===== src/rtl/alu_register_unit_pkg.sv =====
// Shared opcode encodings and default width for the ALU/register datapath pair.
// No timing or flow-control content; constants only.
package alu_register_unit_pkg;
    localparam int DATA_WIDTH_DEF = 4;

    localparam logic [2:0] OP_ADD = 3'b000;
    localparam logic [2:0] OP_SUB = 3'b001;
    localparam logic [2:0] OP_MUL = 3'b010;
    localparam logic [2:0] OP_DIV = 3'b011;
    localparam logic [2:0] OP_NOT = 3'b100;
    localparam logic [2:0] OP_XOR = 3'b101;
    localparam logic [2:0] OP_OR  = 3'b110;
    localparam logic [2:0] OP_AND = 3'b111;
endpackage


===== src/rtl/alu_register_unit_if.sv =====
// Bundles ALU operands/result and register controls/contents for the datapath pair.
// Latency: none of its own; backpressure: none, every signal is sampled or driven unconditionally.
interface alu_register_unit_if #(
    parameter int DATA_WIDTH = alu_register_unit_pkg::DATA_WIDTH_DEF
);
    logic [2:0]            alu_oc;
    logic [DATA_WIDTH-1:0] alu_a;
    logic [DATA_WIDTH-1:0] alu_b;
    logic [DATA_WIDTH-1:0] alu_f;
    logic                  reg_cl;
    logic                  reg_ld;
    logic [DATA_WIDTH-1:0] reg_in;
    logic                  reg_inc;
    logic                  reg_dec;
    logic                  reg_sr;
    logic                  reg_ir;
    logic                  reg_sl;
    logic                  reg_il;
    logic [DATA_WIDTH-1:0] reg_out;

    modport master (
        output alu_oc, alu_a, alu_b,
        output reg_cl, reg_ld, reg_in, reg_inc, reg_dec, reg_sr, reg_ir, reg_sl, reg_il,
        input  alu_f, reg_out
    );

    modport slave (
        input  alu_oc, alu_a, alu_b,
        input  reg_cl, reg_ld, reg_in, reg_inc, reg_dec, reg_sr, reg_ir, reg_sl, reg_il,
        output alu_f, reg_out
    );
endinterface


===== src/rtl/alu_register_unit_alu.sv =====
// alu4_core: 8-op combinational ALU, results truncated to DATA_WIDTH.
// Latency: zero cycles; backpressure: none.
module alu4_core
    import alu_register_unit_pkg::*;
#(
    parameter int DATA_WIDTH = DATA_WIDTH_DEF
) (
    input  logic [2:0]            oc_i,
    input  logic [DATA_WIDTH-1:0] a_i,
    input  logic [DATA_WIDTH-1:0] b_i,
    output logic [DATA_WIDTH-1:0] f_o
);
    logic [2*DATA_WIDTH-1:0] prod;

    assign prod = a_i * b_i;

    always_comb begin
        f_o = '0;
        unique case (oc_i)
            OP_ADD: f_o = a_i + b_i;
            OP_SUB: f_o = a_i - b_i;
            OP_MUL: f_o = prod[DATA_WIDTH-1:0];
            // Divide-by-zero yields zero rather than X so downstream never sees unknowns.
            OP_DIV: f_o = (b_i == '0) ? '0 : a_i / b_i;
            OP_NOT: f_o = ~a_i;
            OP_XOR: f_o = a_i ^ b_i;
            OP_OR:  f_o = a_i | b_i;
            OP_AND: f_o = a_i & b_i;
            default: f_o = '0;
        endcase
    end
endmodule


===== src/rtl/alu_register_unit_reg.sv =====
// shift_reg_core: register with priority clear > load > inc > dec > shr > shl > hold.
// Latency: one clock to reg_out; backpressure: none.
module shift_reg_core
    import alu_register_unit_pkg::*;
#(
    parameter int DATA_WIDTH = DATA_WIDTH_DEF
) (
    input  logic                  clk,
    input  logic                  rst,
    input  logic                  cl_i,
    input  logic                  ld_i,
    input  logic [DATA_WIDTH-1:0] in_i,
    input  logic                  inc_i,
    input  logic                  dec_i,
    input  logic                  sr_i,
    input  logic                  ir_i,
    input  logic                  sl_i,
    input  logic                  il_i,
    output logic [DATA_WIDTH-1:0] out_o
);
    logic [DATA_WIDTH-1:0] reg_d;
    logic [DATA_WIDTH-1:0] reg_q;

    always_comb begin
        reg_d = reg_q;
        if (cl_i)       reg_d = '0;
        else if (ld_i)  reg_d = in_i;
        else if (inc_i) reg_d = reg_q + 1'b1;
        else if (dec_i) reg_d = reg_q - 1'b1;
        else if (sr_i)  reg_d = {ir_i, reg_q[DATA_WIDTH-1:1]};
        else if (sl_i)  reg_d = {reg_q[DATA_WIDTH-2:0], il_i};
    end

    always_ff @(posedge clk) begin
        if (rst) reg_q <= '0;
        else     reg_q <= reg_d;
    end

    assign out_o = reg_q;
endmodule


===== src/rtl/alu_register_unit.sv =====
// Top: wires the independent combinational ALU and the clocked register to the bus.
// Latency: ALU zero cycles, register one cycle; backpressure: none.
module alu_register_unit
    import alu_register_unit_pkg::*;
#(
    parameter int DATA_WIDTH = DATA_WIDTH_DEF
) (
    input  logic               clk,
    input  logic               rst,
    alu_register_unit_if.slave bus
);
    alu4_core #(.DATA_WIDTH(DATA_WIDTH)) u_alu (
        .oc_i (bus.alu_oc),
        .a_i  (bus.alu_a),
        .b_i  (bus.alu_b),
        .f_o  (bus.alu_f)
    );

    shift_reg_core #(.DATA_WIDTH(DATA_WIDTH)) u_reg (
        .clk   (clk),
        .rst   (rst),
        .cl_i  (bus.reg_cl),
        .ld_i  (bus.reg_ld),
        .in_i  (bus.reg_in),
        .inc_i (bus.reg_inc),
        .dec_i (bus.reg_dec),
        .sr_i  (bus.reg_sr),
        .ir_i  (bus.reg_ir),
        .sl_i  (bus.reg_sl),
        .il_i  (bus.reg_il),
        .out_o (bus.reg_out)
    );
endmodule


===== src/flat_wrapper.sv =====
// flat-port wrapper written by rule: the top's interface ports become plain ports
module alu_register_unit_flat import alu_register_unit_pkg::*;
#(
    parameter int DATA_WIDTH = DATA_WIDTH_DEF
)
  (clk, rst, bus_alu_oc, bus_alu_a, bus_alu_b, bus_reg_cl, bus_reg_ld, bus_reg_in, bus_reg_inc, bus_reg_dec, bus_reg_sr, bus_reg_ir, bus_reg_sl, bus_reg_il, bus_alu_f, bus_reg_out);
  alu_register_unit_if #(.DATA_WIDTH(DATA_WIDTH)) bus_i ();
  input  logic clk;
  input  logic rst;
  input wire logic [$bits(bus_i.alu_oc)-1:0] bus_alu_oc;
  input wire logic [$bits(bus_i.alu_a)-1:0] bus_alu_a;
  input wire logic [$bits(bus_i.alu_b)-1:0] bus_alu_b;
  input wire logic [$bits(bus_i.reg_cl)-1:0] bus_reg_cl;
  input wire logic [$bits(bus_i.reg_ld)-1:0] bus_reg_ld;
  input wire logic [$bits(bus_i.reg_in)-1:0] bus_reg_in;
  input wire logic [$bits(bus_i.reg_inc)-1:0] bus_reg_inc;
  input wire logic [$bits(bus_i.reg_dec)-1:0] bus_reg_dec;
  input wire logic [$bits(bus_i.reg_sr)-1:0] bus_reg_sr;
  input wire logic [$bits(bus_i.reg_ir)-1:0] bus_reg_ir;
  input wire logic [$bits(bus_i.reg_sl)-1:0] bus_reg_sl;
  input wire logic [$bits(bus_i.reg_il)-1:0] bus_reg_il;
  output wire logic [$bits(bus_i.alu_f)-1:0] bus_alu_f;
  output wire logic [$bits(bus_i.reg_out)-1:0] bus_reg_out;
  assign bus_i.alu_oc = bus_alu_oc;
  assign bus_i.alu_a = bus_alu_a;
  assign bus_i.alu_b = bus_alu_b;
  assign bus_i.reg_cl = bus_reg_cl;
  assign bus_i.reg_ld = bus_reg_ld;
  assign bus_i.reg_in = bus_reg_in;
  assign bus_i.reg_inc = bus_reg_inc;
  assign bus_i.reg_dec = bus_reg_dec;
  assign bus_i.reg_sr = bus_reg_sr;
  assign bus_i.reg_ir = bus_reg_ir;
  assign bus_i.reg_sl = bus_reg_sl;
  assign bus_i.reg_il = bus_reg_il;
  assign bus_alu_f = bus_i.alu_f;
  assign bus_reg_out = bus_i.reg_out;
  alu_register_unit #(.DATA_WIDTH(DATA_WIDTH)) u_core (.clk(clk), .rst(rst), .bus(bus_i));
endmodule

===== config.mk =====
export PLATFORM = sky130hd
export DESIGN_NAME = alu_register_unit_flat
export DESIGN_NICKNAME = d
export VERILOG_FILES = /design/src/rtl/alu_register_unit_pkg.sv /design/src/rtl/alu_register_unit_if.sv /design/src/rtl/alu_register_unit_alu.sv /design/src/rtl/alu_register_unit_reg.sv /design/src/rtl/alu_register_unit.sv /design/src/flat_wrapper.sv
export SDC_FILE = /design/constraint.sdc
export NUM_CORES = 1
export LEC_CHECK = 0
export ABC_AREA = 1
export BUFFER_PORTS_ARGS = -buffer_cell sky130_fd_sc_hd__buf_4
export CAP_MARGIN = 20
export CELL_PAD_IN_SITES_DETAIL_PLACEMENT = 0
export CELL_PAD_IN_SITES_GLOBAL_PLACEMENT = 1
export CORE_MARGIN = 2
export CORE_UTILIZATION = 37
export CTS_BUF_LIST = sky130_fd_sc_hd__clkbuf_16
export DETAILED_ROUTE_END_ITERATION = 10
export GPL_TIMING_DRIVEN = 0
export PLACE_DENSITY = 0.86
export SLEW_MARGIN = 20
export SYNTH_ARGS = -nofsm -noshare
export SYNTH_HDL_FRONTEND = slang
export SYNTH_SLANG_ARGS = --single-unit

===== constraint.sdc =====
create_clock -name clk -period 4.4 [get_ports clk]
set_input_delay 0.22 -clock clk [delete_from_list [all_inputs] [get_ports clk]]
set_output_delay 0.22 -clock clk [all_outputs]
set_load 0.1 [all_outputs]

Word level (Yosys, flattened, before mapping)
Cells that the tools add are included.
{ "op_classes": {"n_reduce_logical": 4, "n_eq_ne": 7, "mux": 7, "div_mod_pow": 1, "add_sub_neg": 4, "bitwise_logic": 4, "mul": 1} }
{ "ops": {"columns": ["op", "n"], "rows": [
  ["one-hot mux 4 bit (8 select lines)", 1],
  ["two-way mux 4 bit", 6],
  ["equality test 3 bit (second input constant)", 4],
  ["equality test 3 x 2 -> 1 bit (second input constant)", 2],
  ["nonzero test 5 bit", 1],
  ["adder 4 x 1 -> 4 bit (second input constant)", 1],
  ["adder 4 bit", 1],
  ["bitwise AND 4 bit", 1],
  ["divider 4 x 4 -> 4 bit", 1],
  ["logical NOT 4 bit", 1],
  ["multiplier 4 x 4 -> 4 bit", 1],
  ["NOT 4 bit", 1],
  ["bitwise OR 4 bit", 1],
  ["subtractor 4 x 1 -> 4 bit (second input constant)", 1],
  ["subtractor 4 bit", 1],
  ["XOR 4 bit", 1],
  ["equality test 3 x 1 -> 1 bit (second input constant)", 1],
  ["logical NOT 3 bit", 1],
  ["OR reduction 2 bit", 1]
]} }
{ "totals": {"wordCells": 29, "ff_bits": 4, "in_bits": 25} }

Longest topological paths before layout
{ "logic_depth": {"depth_word": 5, "depth_mapped": 26, "mapped_depth_nobuf": 26} }

Hierarchy
Synthesis repeated with hierarchy kept, for this count alone.
{ "hier_totals": {"hier_cells": 268, "area_unflattened_um2": 1594.0} }
{ "modules_own_cells": {"columns": ["module", "instances", "area_each_um2", "cells_each", "seq_area_each_um2"], "rows": [
  ["alu4_core", 1, 1151.1, 196, 0.0],
  ["shift_reg_core", 1, 442.9, 72, 80.1]
]} }

Least setup slack after synthesis
OpenSTA, ideal clock, no wires.
{ "synth_path": {"path_type": "in2out", "startpoint": "input bus_alu_b[0]", "endpoint": "output bus_alu_f[0]", "path_buffers": 0, "path_slack_ns": 0.331, "required_time_ns": 4.180, "path_stages": 25, "arrival_ns": 3.849, "path_cell_list": "inv_1 ha_1 inv_1 nand2_1 nand3_2 nand2_1 o21ai_2 ha_1 inv_1 nor2_1 o21ai_2 nand2_1 o21ai_1 ha_1 a21oi_1 nand2_1 nand2_1 a21oi_1 inv_1 o21ai_0 ha_1 a21oi_1 o21ai_0 o21ai_1 nand3_1"} }
{ "synth_between": {"elab_chain_len": 3, "word_cells_on_any_way": 10, "classes_between": "2 x add/sub; 1 x mul; 1 x div; 2 x mux; 3 x bitwise; 1 x reduce/logical"} }
{ "synth_rtl": {"columns": ["item", "line", "rtl"], "rows": [
  ["start: declaration", "flat_wrapper.sv:12", "input wire logic [$bits(bus_i.alu_b)-1:0] bus_alu_b;"],
  ["divider 4 x 4 -> 4 bit or logical NOT 4 bit (tied branches)", "alu_register_unit_alu.sv:24", "OP_DIV: f_o = (b_i == '0) ? '0 : a_i / b_i;"],
  ["two-way mux 4 bit", "alu_register_unit_alu.sv:24", null],
  ["one-hot mux 4 bit (8 select lines) (*)", "alu_register_unit_alu.sv:19", "unique case (oc_i)"],
  ["end: declaration", "flat_wrapper.sv:22", "output wire logic [$bits(bus_i.alu_f)-1:0] bus_alu_f;"]
]} }
Mark *: on every way between the ends. The rest lies on a longest branch, timed or not.

Final worst setup path
Ends and elaborated chain as after synthesis.

==> qor.yml <==
worst_setup_path:
  cp_max_fo: 7
  ff2ff_setup_slack_ps: 2950
  cp_data_required_time_ps: 4180
  max_stage_delay_ps: 340
  path_buf_inv: 6
  cp-start-kind: "input port"
  worst-path-stages: 27
  cpMostUsedCell: "nand2_1"
  crit_family: "adder cells"
  cp-end-kind: "output port"
  r2r_cells: 7
  cpMaxStageDelayCell: "ha_1"
  worstSetupPathType: "in -> out"
  regToRegStartpoint: "u_core.u_reg.out_o[0]$_SDFFE_PP0P_"
  timing.rr.end: "u_core.u_reg.out_o[1]$_SDFFE_PP0P_"
  arrival_ps: 3820
sta:
  clock_skew_ps: 1.19
  worstMarginPinSlew_ps: 321
  slew_violations: 0
  finalHoldViolCount: 0
  setup_viol: 0
  layout_min_cycle_time_ps: 4040
  fmaxAchievable_ghz: 0.248
  fin_tns_setup_ps: 0
  rsz0062_at_grt: "no"
  finalCritPeriodShare_pct: 91.8
  relSlewSlack_pct: 78.6
drt:
  dr.pass1.iters: 5
  drtIter0Drc: 80
  routed_wl_microns: 3600
  via_count: 1611
  ant_nets: 0
  drc: 0
  wire_per_inst_microns: 10.8
  viasPerCell: 4.84
finish:
  final_cell_mix: "nand2_1 (60), inv_1 (40), buf_4 (36), ha_1 (30), nand3_1 (22)"
  ff_latch_area_sq_um: 80.1
  postLayoutCellArea_sq_um: 1940
  largest_reg_flops: 4
  layout-drive-gt1-share_pct: 22.8
  nets: 344
  n_antenna_cell: 0
  multi_input_area_sq_um: 1240
  n_fill_cell: 408
  layout_commonest_cell: "nand2_1"
  syn_to_final_growth_pct: 32.1
floorplan:
  fp.dieW_microns: 67.0
  row_count: 22
  io_pins: 33
  dieArea_sq_um: 4480
  die_h_microns: 67.0
  core_area_sq_um: 3740
  initial_core_util_pct: 39.2
place:
  hpwl_microns: 2940
  gp_congestion: 0.859
  port_buffers: 32
  place_area_sq_um: 1770
global_route:
  antenna_found_initial: 0
  grt.total_usage_pct: 16.5
  grt_pass1_vias: 1269
  grt_max_degree: 11
  grt_overflow: 0
  grt_pass1_wl_microns: 5750
cts:
  cts_buffers: 3
  clk_pin_slew_ps: 30
  holdBufCountCts: 0
  htreeDepth: 1
  clk_latency_ps: 220
  cts_sinks: 4
  cts_tree: "yes"
  clockRootBuffer: "clkbuf_16"
  cts_max_path_buffers: 2
power_and_ir_drop:
  p_leak_uw: 0.00108
  combPwrFrac_pct: 58.5
  clkPwrFrac_pct: 32.0
  p_int_uw: 247
  p_sw_share_pct: 43.6
  power.density_nw_per_um2: 226
  netSwitchingPower_uw: 191
  p_seq_share_pct: 9.5
  peakVddDrop_mv: 0.365
min_path:
  min_from: "bus_reg_in[2]"
  min_to: "u_core.u_reg.out_o[2]$_SDFFE_PP0P_"
  hold_class: "in -> reg"
  hold_path_depth: 3
yosys:
  yosysSeqAreaShare_pct: 5.46
  synth_cell_types: 27
  syn_area_sq_um: 1470
  syn_area_per_cell_sq_um: 6.01
  yosys_warnings: 0
  synth_cells: 244
  syn_nets: 301
  synth-seq-cells: 4
outcome:
  outcome: "finished clean"
job:
  max-cap-violations: 0
-- power groups by stage --
stage,combinational (uW),clock (uW),sequential [uW]
floorplan,161,0,54.8
global placement,238,0,41.9
detailed placement,239,0,41.8
CTS,240,142,41.4
global route,282,145,41.8
finish,256,140,41.6
-- kinds of logic after synthesis --
kind of cell               count (synthesis)  synth area share [%]
buffers and inverters                     47                  12.1
AOI/OAI and AO/OA                         43                  16.8
adders and majority gates                 32                  27.8
DFF                                        4                  5.46
xor gates and xnor gates                   8                  4.78
and+or+nand+nor                          110                  33.0
-- synthesized netlist by cell type, drive strengths merged --
master | count | area share [%]
o22ai | 6 | 2.6
a21o | 1 | 0.51
nand3 | 24 | 8.9
dfxtp | 4 | 5.5
nand2 | 61 | 16
fa | 1 | 1.4
xor2 | 4 | 2.4
o211ai | 3 | 1.5
nand4 | 1 | 0.43
xnor2 | 4 | 2.4
a21oi | 13 | 4.4
a31oi | 2 | 0.85
inv | 46 | 12
nor2 | 20 | 6.1
ha | 31 | 26
nor3 | 3 | 1.4
or2 | 1 | 0.43
o21ai | 18 | 6.9
buf | 1 | 0.34
-- cell type report --
cell class | instances | area share [%]
Clock buffer | 3 | 3.88
Sequential cell | 4 | 4.13
Buffer | 1 | 0.258
Timing Repair Buffer | 38 | 15.6
Multi-Input combinational cell | 193 | 64.0
Tap cell | 48 | 3.10
Inverter | 46 | 9.11
-- per-stage QoR --
stage	setup slack [ps]	total power (uW)	util, %	hold slack (ps)	instances
floorplan	331	216	-	374	244
global placement	201	280	47.2	499	324
detailed placement	180	281	47.2	496	324
CTS	164	423	49.2	265	327
global route	6.97	469	51.7	274	333
finish	363	437	51.7	265	333
-- worst max path at each step --
| stage | start | to | slack [ps] |
|---|---|---|---|
| detailed placement | bus_alu_b[0] | bus_alu_f[0] | 180 |
| CTS | bus_alu_b[0] | bus_alu_f[0] | 160 |
| global route | bus_alu_b[0] | bus_alu_f[0] | 7 |
| finish | bus_alu_b[0] | bus_alu_f[0] | 360 |
| floorplan | bus_alu_b[0] | bus_alu_f[0] | 330 |
| global placement | bus_alu_b[0] | bus_alu_f[0] | 200 |
-- worst register-to-register path, cell delays in order, from the launching register on --
cell     delay, ps
dfxtp_1        410
inv_1          130
ha_1           320
nor3_1         180
a21oi_1         60
o21ai_0         80
nand2_1         70
a31oi_1        130
-- repair_timing --
item,in CTS,in global routing
gates resized for setup,0,13
setup endpoints to repair,0,1
setup buffers,0,6
-- metal layers --
layer / up-vias / part of all wire, % / GRT usage (%)
met3: 6 / 4.3 / 1.35
met2: 38 / 42 / 24.4
met4: 0 / 1.6 / 5.87
li1: 882 / - / -
met1: 685 / 52 / 24.6
met5: - / 0 / 0
Note: power is estimated with default switching activity, not from simulation.
